### config.mk
export PLATFORM = sky130hd
export DESIGN_NAME = obi_rr_arbiter
export DESIGN_NICKNAME = d
export VERILOG_FILES = /design/src/rtl/obi_pkg.sv /design/src/rtl/obi_rr_arbiter_pkg.sv /design/src/rtl/obi_rr_arbiter_fifo.sv /design/src/rtl/obi_rr_arbiter.sv
export SDC_FILE = /design/constraint.sdc
export NUM_CORES = 1
export LEC_CHECK = 0
export CORE_AREA = 2 2 248 250
export CTS_BUF_LIST = sky130_fd_sc_hd__clkbuf_16
export CTS_CLUSTER_SIZE = 10
export DETAILED_ROUTE_END_ITERATION = 10
export DIE_AREA = 0 0 250 252
export GPL_TIMING_DRIVEN = 1
export PLACE_DENSITY = 0.48
export SLEW_MARGIN = 20
export SYNTH_ARGS = -nofsm -noshare
export SYNTH_HDL_FRONTEND = slang
export SYNTH_SLANG_ARGS = --single-unit
### constraint.sdc
create_clock -name clk_i -period 10.49 [get_ports clk_i]
set_input_delay 2.098 -clock clk_i [delete_from_list [all_inputs] [get_ports clk_i]]
set_output_delay 2.098 -clock clk_i [all_outputs]
set_load 0.005 [all_outputs]
### src/rtl/obi_pkg.sv
// OBI bus request/response types shared by masters, slaves and interconnect.
package obi_pkg;

  typedef struct packed {
    logic        req;
    logic        we;
    logic [3:0]  be;
    logic [31:0] addr;
    logic [31:0] wdata;
  } obi_req_t;

  typedef struct packed {
    logic        gnt;
    logic        rvalid;
    logic [31:0] rdata;
  } obi_resp_t;

endpackage

### src/rtl/obi_rr_arbiter_pkg.sv
// Constants and helpers for the N-to-1 round-robin OBI arbiter.
package obi_rr_arbiter_pkg;

  localparam int OBI_ARB_DEFAULT_OUTSTANDING = 4;

  // Width of a master index; a single master still needs one bit.
  function automatic int obi_arb_idx_w(input int nmaster);
    return (nmaster > 1) ? $clog2(nmaster) : 1;
  endfunction

endpackage

### src/rtl/obi_rr_arbiter_fifo.sv
// Response-routing FIFO: remembers which master owns each issued transaction.
// Head is read combinationally so a response can be routed in the cycle it arrives.
module obi_rr_arbiter_fifo #(
  parameter int DEPTH = 4,
  parameter int WIDTH = 3,
  localparam int PTR_W = $clog2(DEPTH)
) (
  input  logic             clk_i,
  input  logic             rst_i,
  input  logic             push_i,
  input  logic [WIDTH-1:0] data_i,
  input  logic             pop_i,
  output logic [WIDTH-1:0] data_o,
  output logic             full_o,
  output logic             empty_o,
  output logic [PTR_W:0]   count_o
);

  logic [WIDTH-1:0] mem_q [DEPTH];
  logic [PTR_W-1:0] wr_ptr_q;
  logic [PTR_W-1:0] rd_ptr_q;
  logic [PTR_W:0]   count_q;
  logic             push_ok;
  logic             pop_ok;

  assign full_o  = (count_q == (PTR_W+1)'(DEPTH));
  assign empty_o = (count_q == '0);
  assign count_o = count_q;
  assign data_o  = mem_q[rd_ptr_q];

  // A push into a full FIFO is accepted only when a pop frees the slot in the same cycle.
  assign push_ok = push_i & (~full_o | pop_i);
  assign pop_ok  = pop_i & ~empty_o;

  // Storage needs no reset: entries are only read while count says they are valid.
  always_ff @(posedge clk_i) begin
    if (push_ok) mem_q[wr_ptr_q] <= data_i;
  end

  // Pointers wrap naturally at DEPTH (power of two); occupancy tracks push minus pop.
  always_ff @(posedge clk_i or posedge rst_i) begin
    if (rst_i) begin
      wr_ptr_q <= '0;
      rd_ptr_q <= '0;
      count_q  <= '0;
    end else begin
      if (push_ok) wr_ptr_q <= wr_ptr_q + 1'b1;
      if (pop_ok)  rd_ptr_q <= rd_ptr_q + 1'b1;
      case ({push_ok, pop_ok})
        2'b10:   count_q <= count_q + 1'b1;
        2'b01:   count_q <= count_q - 1'b1;
        default: count_q <= count_q;
      endcase
    end
  end

endmodule

### src/rtl/obi_rr_arbiter.sv
// N-master to 1-slave OBI arbiter: round-robin grant, request lock while the
// slave stalls, in-order response routing through an index FIFO.
// Optional macro OBI_RR_ARBITER_ERR_EN: sticky err_o on responses with nothing outstanding.
module obi_rr_arbiter
  import obi_pkg::*;
  import obi_rr_arbiter_pkg::*;
#(
  parameter int NMASTER         = 5,
  parameter int MAX_OUTSTANDING = OBI_ARB_DEFAULT_OUTSTANDING,
  localparam int CNT_W          = $clog2(MAX_OUTSTANDING) + 1
) (
  input  logic                     clk_i,
  input  logic                     rst_i,
  input  obi_req_t  [NMASTER-1:0]  master_req_i,
  output obi_resp_t [NMASTER-1:0]  master_resp_o,
  output obi_req_t                 slave_req_o,
  input  obi_resp_t                slave_resp_i,
  output logic [CNT_W-1:0]         outstanding_o,
  output logic                     err_o
);

  localparam int IDX_W = obi_arb_idx_w(NMASTER);

  logic [IDX_W-1:0] rr_ptr_q;
  logic             lock_q;
  logic [IDX_W-1:0] lock_idx_q;
  logic [IDX_W-1:0] cand_idx;
  logic [IDX_W-1:0] sel_idx;
  logic [IDX_W-1:0] next_ptr;
  logic [IDX_W-1:0] head_idx;
  logic             fifo_full;
  logic             fifo_empty;
  logic             handshake;
  logic             pop;

  // Round-robin candidate: first requester scanning upward from rr_ptr_q.
  always_comb begin
    int  idx;
    logic found;
    cand_idx = rr_ptr_q;
    found    = 1'b0;
    for (int k = 0; k < NMASTER; k++) begin
      idx = (int'(rr_ptr_q) + k) % NMASTER;
      if (!found && master_req_i[idx].req) begin
        found    = 1'b1;
        cand_idx = IDX_W'(idx);
      end
    end
  end

  // A stalled request keeps the slave port so address/data stay stable until granted.
  assign sel_idx = lock_q ? lock_idx_q : cand_idx;

  // Forward the selected master; nothing is issued while the routing FIFO is full.
  always_comb begin
    slave_req_o     = master_req_i[sel_idx];
    slave_req_o.req = master_req_i[sel_idx].req & ~fifo_full;
  end

  assign handshake = slave_req_o.req & slave_resp_i.gnt;
  assign pop       = slave_resp_i.rvalid & ~fifo_empty;
  assign next_ptr  = (int'(sel_idx) == NMASTER - 1) ? '0 : sel_idx + 1'b1;

  // Pointer advances past the winner on each handshake; lock holds across slave stalls.
  always_ff @(posedge clk_i or posedge rst_i) begin
    if (rst_i) begin
      rr_ptr_q   <= '0;
      lock_q     <= 1'b0;
      lock_idx_q <= '0;
    end else begin
      if (handshake) rr_ptr_q <= next_ptr;
      lock_q <= slave_req_o.req & ~slave_resp_i.gnt;
      if (slave_req_o.req & ~slave_resp_i.gnt) lock_idx_q <= sel_idx;
    end
  end

  obi_rr_arbiter_fifo #(
    .DEPTH (MAX_OUTSTANDING),
    .WIDTH (IDX_W)
  ) u_fifo (
    .clk_i   (clk_i),
    .rst_i   (rst_i),
    .push_i  (handshake),
    .data_i  (sel_idx),
    .pop_i   (pop),
    .data_o  (head_idx),
    .full_o  (fifo_full),
    .empty_o (fifo_empty),
    .count_o (outstanding_o)
  );

  // Per-master response: grant to the forwarded master, rvalid to the FIFO head, rdata broadcast.
  for (genvar gi = 0; gi < NMASTER; gi++) begin : g_resp
    assign master_resp_o[gi] = '{
      gnt:    handshake && (sel_idx == IDX_W'(gi)),
      rvalid: pop && (head_idx == IDX_W'(gi)),
      rdata:  slave_resp_i.rdata
    };
  end

`ifdef OBI_RR_ARBITER_ERR_EN
  logic err_q;

  // Sticky flag for a response arriving with nothing outstanding.
  always_ff @(posedge clk_i or posedge rst_i) begin
    if (rst_i)                                     err_q <= 1'b0;
    else if (slave_resp_i.rvalid && fifo_empty)    err_q <= 1'b1;
  end

  assign err_o = err_q;

  spurious_rvalid_a: assert property (@(posedge clk_i) disable iff (rst_i)
    !(slave_resp_i.rvalid && fifo_empty));
`else
  assign err_o = 1'b0;
`endif

endmodule

# Word level (Yosys, flattened, before mapping)
# Memory sizes are Yosys's and may differ from the RTL's.
# Cells that the tools add are included.
[word_totals]
ff_bits = 14
latch_bits = 0
ram_bits = 12
mem_bits_ro = 0
in_bits = 386
out_inout_bits = 244
n_memories = 1
[mem_list]
columns = ["memory", "words", "width", "read_ports", "rd_clocked_by_memory_dff", "wr", "line", "rtl"]
rows = [
  ["u_fifo.mem_q", 4, 3, 1, 0, 1, "obi_rr_arbiter_fifo.sv:19", "logic [WIDTH-1:0] mem_q [DEPTH];"],
]
[classes]
n_addsub = 9
mul = 0
div = 5
n_lt_le_gt_ge = 6
n_eq_ne = 12
shifts = 0
mux = 31
bitwise_logic = 10
reduce_logical = 22
[op_table]
columns = ["op", "n"]
rows = [
  ["$bmux W70 S3", 6],
  ["$mux W70", 11],
  ["$lt A32 B5 Y1 const B", 5],
  ["$mod A32 B4 Y32 const B", 4],
  ["$mod A4 B4 Y32 const B", 1],
  ["$mux W3", 7],
  ["$logic_and A1 B1 Y1", 14],
  ["$eq A3 B2 Y1 const B", 4],
  ["$eq A3 B3 Y1 const B", 4],
  ["$logic_not A3 Y1", 3],
  ["$add A3 B2 Y4 const B", 2],
  ["$add A3 B1 Y3 const B", 2],
  ["$and A1 B1 Y1", 6],
  ["$eq A3 B1 Y1 const B", 2],
  ["$mux W1", 6],
  ["$pmux W3 S2", 1],
  ["$add A2 B1 Y2 const B", 2],
  ["$add A3 B1 Y4 const B", 1],
  ["$add A3 B3 Y4 const B", 1],
  ["$logic_not A1 Y1", 4],
  ["$lt A3 B4 Y1 const B", 1],
  ["$not A1 Y1", 3],
  ["$sub A3 B1 Y3 const B", 1],
  ["$eq A2 B1 Y1 const B", 1],
  ["other kinds (3)", 3],
]

# Depth between registers and ports, before layout
# Gate-level depths: netlist (run 1).
[depth]
depth_word = 25
depth_mapped = 32
mapped_depth_nobuf = 27

# Modules after synthesis
# A second synthesis (run 1) with hierarchy kept.
[unflattened]
cells_unflattened = 957
area_unflattened_um2 = 7528.5
[by_module_without_submodules]
columns = ["module", "instances", "cells_each", "area_per_inst_um2"]
rows = [
  ["obi_rr_arbiter", 1, 902, 6655.1],
  ["obi_rr_arbiter_fifo", 1, 55, 873.3],
]

# Worst setup path after synthesis (run 1)
# Ideal clock, no wire load.
[synth_path]
kind = "reg-to-output"
from = "reg rr_ptr_q[0]"
to = "out slave_req_o[11] (netlist bit)"
arrival_ps = 5935
required_ps = 8392
setup_slack_ps = 2457
path_stages_with_launch = 25
cell_sequence = "dfrtp_1 -> buf_2 -> clkinv_1 -> ha_1 -> buf_1 -> inv_1 -> ha_1 -> nor3_1 -> nor2_1 -> xnor2_1 -> ha_1 -> nand2b_1 -> a221oi_4 -> o21a_1 -> o32ai_1 -> or4_4 -> a2111oi_4 -> a22o_1 -> a21oi_1 -> inv_2 -> clkbuf_1 -> buf_2 -> mux2i_1 -> nand2_1 -> a32o_1"
[synth_lines]
columns = ["item", "line", "rtl"]
rows = [
  ["from (decl)", "obi_rr_arbiter.sv:24", "logic [IDX_W-1:0] rr_ptr_q;"],
  ["from (signal assigned)", "obi_rr_arbiter.sv:71", "if (handshake) rr_ptr_q <= next_ptr;"],
  ["to (decl)", "obi_rr_arbiter.sv:16", "output obi_req_t slave_req_o,"],
]

==> results of run 1 <==
path summary, 6_finish.rpt:
kind	start	slack [ns]	end
setup / recovery	rr_ptr_q[1]$_DFFE_PP0P_	0.85	slave_req_o[61]
hold / removal	lock_idx_q[0]$_DFFE_PP0P_	0.51	lock_idx_q[0]$_DFFE_PP0P_
setup reg to reg	rr_ptr_q[1]$_DFFE_PP0P_	3.01	u_fifo.count_o[2]$_DFFE_PP0P_
hold reg to reg	lock_idx_q[0]$_DFFE_PP0P_	0.51	lock_idx_q[0]$_DFFE_PP0P_
max in group asynchronous	rst_i	7.88	rr_ptr_q[0]$_DFFE_PP0P_
min in group asynchronous	rst_i	2.21	rr_ptr_q[1]$_DFFE_PP0P_
registers in the layout, summed over array words and instances (netlist names):
register,count
lock_idx_q,3
lock_q,1
rr_ptr_q,3
u_fifo.count_o,3
u_fifo.mem_q,12
u_fifo.rd_ptr_q,2
u_fifo.wr_ptr_q,2
metrics by stage:
stage	instance area, um2	util	setup WS, ns
final	11500	0.191	0.846
after global routing	11500	0.191	0.209
after global placement	11400	0.189	1.32
after CTS	11500	0.191	0.857
after floorplan	7220	-	2.46
after detailed placement	11400	0.189	1.19
worst max-delay path, delay by kind of cell, from the launching register on:
kind,cells,cell delay (ns)
adder cells (fa/ha/maj),3,0.96
XOR/XNOR,2,0.60
buffers and inverters,6,1.68
flip-flops,1,0.55
AO/OA/AOI/OAI,7,1.67
multiplexers,1,0.49
AND/OR/NAND/NOR,5,1.30
layout make-up:
class	count	area share
multi-input cells	633	0.428
repair buffers	456	0.405
well taps	782	0.0851
flip-flops and latches	26	0.0618
inverters	32	0.0112
clock buffers	3	0.00653
clock inverters	1	0.00261
layer usage:
metal  part of all wire  GRT usage  vias to the layer above
met1               0.44      0.149                     3698
met2               0.47      0.191                      433
li1                   -          -                     3623
met5            0.00034          0                        -
met4              0.014     0.0163                        2
met3              0.075     0.0274                       20
synth_stat cells (4+ instances only):
cell / n / area [um2]
xnor2_1: 10 / 87.6
buf_1: 6 / 22.5
o211ai_1: 9 / 67.6
o21a_1: 4 / 30.0
edfxtp_1: 12 / 360
ha_1: 32 / 400
buf_2: 20 / 100
nand2_1: 166 / 623
mux2_2: 4 / 45.0
a22o_1: 4 / 35.0
o21ai_0: 11 / 55.1
mux2i_1: 147 / 1470
inv_1: 28 / 105
a21oi_1: 18 / 90.1
nor2b_1: 9 / 56.3
a21boi_0: 4 / 30.0
nor2_1: 20 / 75.1
nand2b_1: 10 / 62.6
clkbuf_1: 32 / 120
nand3_1: 8 / 40.0
a32o_1: 72 / 721
buf_4: 164 / 1230
nor3_1: 10 / 50.1
mux4_2: 7 / 158
dfrtp_1: 14 / 350
a311oi_1: 5 / 43.8
nand4_1: 4 / 25.0
and3_1: 6 / 37.5
o2bb2ai_1: 6 / 52.6
logic make-up (layout without fill, tap and decap cells):
family	Yosys count	count (layout)	synth area share
flip-flops	26	26	0.0984
adder cells (fa/ha/maj)	34	34	0.0610
multiplexers	159	159	0.233
buffers and inverters	255	492	0.222
AO/OA/AOI/OAI	170	170	0.206
other	1	1	0.000519
AND/OR/NAND/NOR	255	255	0.159
XOR/XNOR	14	14	0.0191
==> impl_results.md, run 1 <==
* Post-route DRC violation count at 0
* Cell Area, Synth at between 0.007 and 0.008 mm2
* Antenna cells at 0
* Clk_skew at about 0.0054 ns
* ANT nets after route at 0
* Avg Cell Area, Syn at around 7.9 um2
* P&R area growth vs syn at 59.3%
* Vias per cell at roughly 4
* Hold_buf cts at 0
* Multi-input gate area at 0.00492 mm2
* Die X at between 200 and 300 um
* Slew Viols, Final at 0
* Post-synth top flop: dfrtp_1
* DRT Pass-1 Iters at 5
* Post-cts resize count at 0
* Hold Path Class: flip-flop to flip-flop
* Detailed placement HPWL at ~32000 um
* Synth async-reset ratio at 0.538
* Post-Place Cells at about 1.9k
* Most common cell after layout, fill and taps aside: clkdlybuf4s50_1
* Fillers at roughly 6.8k
* Mapped Nets at around 1.3k
* First-pass GRT wire length at roughly 54000 um
* Clock Tree Buf Depth at 2
* CTS Buf Count at 3
* Fin nets at between 1.5k and 2k
* Post-DR wirelength/cell at about 20 um
* Critical path startpoint category: flip-flop
* CTS H-tree depth at 1
* Rows at 90
* Status: finished, final reports clean
* Antenna violations before repair at 1
* Starting DRC count in detailed routing at 418
* Max-cap violations at 0
* Reg area at 711 um2
* Vias at between 7k and 8k
* Die height at 252 um
* Max incr delay on CP at 0.60 ns
* Post-synthesis register bit count at 26
* CP max stage cell: or4_4
* Worst EP arrival at around 7.6 ns
* Vias in the first global route at 7905
* Setup TNS at 0 ns
* Port buffer count at 436
* Core ar. at between 0.06 and 0.07 mm2
* Final worst-path cycle share at 0.919
* CTS tree: yes
* I/O Pins at between 600 and 700
* Warnings from Yosys at 0
* Setup Fix Bufs, Post-CTS at 0
* Worst slew margin at 0.475
* Global router's overall resource usage at 0.113
* Post-synth EDFFs at 12
* Fmax at ~100 MHz
* Hold Violations, Final at 0
* Die Area at roughly 0.063 mm2
* Grt ovf at 0
* Synth cell types at between 70 and 80
* Hold WS at around 0.5 ns
* Critical Path Most Common Cell: ha_1
* Most frequent cells in the layout: clkdlybuf4s50_1 (429), nand2_1 (166), mux2i_1 (147), a32o_1 (72), ha_1 (32)
* Crit path cell chain: inv_1 -> ha_1 -> xnor2_2 -> inv_2 -> ha_1 -> nor3_1 -> nor2_1 -> xnor2_1 -> ha_1 -> nand2b_1 -> a221oi_4 -> o21a_1 -> o32ai_1 -> or4_4 -> a2111oi_4 -> a22o_1 -> a21oi_1 -> buf_4 -> inv_8 -> buf_12 -> mux2i_1 -> nand2_1 -> a32o_1 -> clkdlybuf4s50_1
* Actual slew at the worst max-slew pin at approximately 0.79 ns
* Crit path capture type: output pin
* Seq/Total Area, Yosys at 0.0984
* Layout cell share with drive strength beyond 1 at 0.0539
* Placer Congestion at roughly 0.86
* Final setup viols at 0
* Minimum clock period at just under 10 ns
* Drt total wl at about 38000 um
* Synth Instances at ~910
* Non-filler cells, final at 1933
* WP data required at about 8.4 ns
* Initial Util at 0.120
* Largest driver fanout on the critical path at 39
* Clk pin slew, worst setup/hold paths at about 0.07 ns
* Path type of the worst setup path: flip-flop to output pin
* Clk Tree Root Cell: clkbuf_16
* WHS Path Cells at 1
* Largest net degree at the start of global routing at between 70 and 80
* Worst r2r path cells at 29
* Latest clock arrival within the worst-skew pair at 0.26 ns
* Sink Count at 26
* RSZ-0062 raised after global routing: no
Power of run 1 is not shown: default switching activity piles up to over one toggle a cycle in this logic, so the estimate is an artifact.
==> run 2, diff against run 1 <==
--- a/config.mk
+++ b/config.mk
@@ -10,7 +10,6 @@
 export CTS_CLUSTER_SIZE = 10
 export DETAILED_ROUTE_END_ITERATION = 10
 export DIE_AREA = 0 0 250 252
-export GPL_TIMING_DRIVEN = 1
 export PLACE_DENSITY = 0.48
 export SLEW_MARGIN = 20
 export SYNTH_ARGS = -nofsm -noshare
==> results of run 2 <==
Same layout as run 1: the final DEF is identical, and so are final timing and power.
Power of run 2 is left out for the same reason.
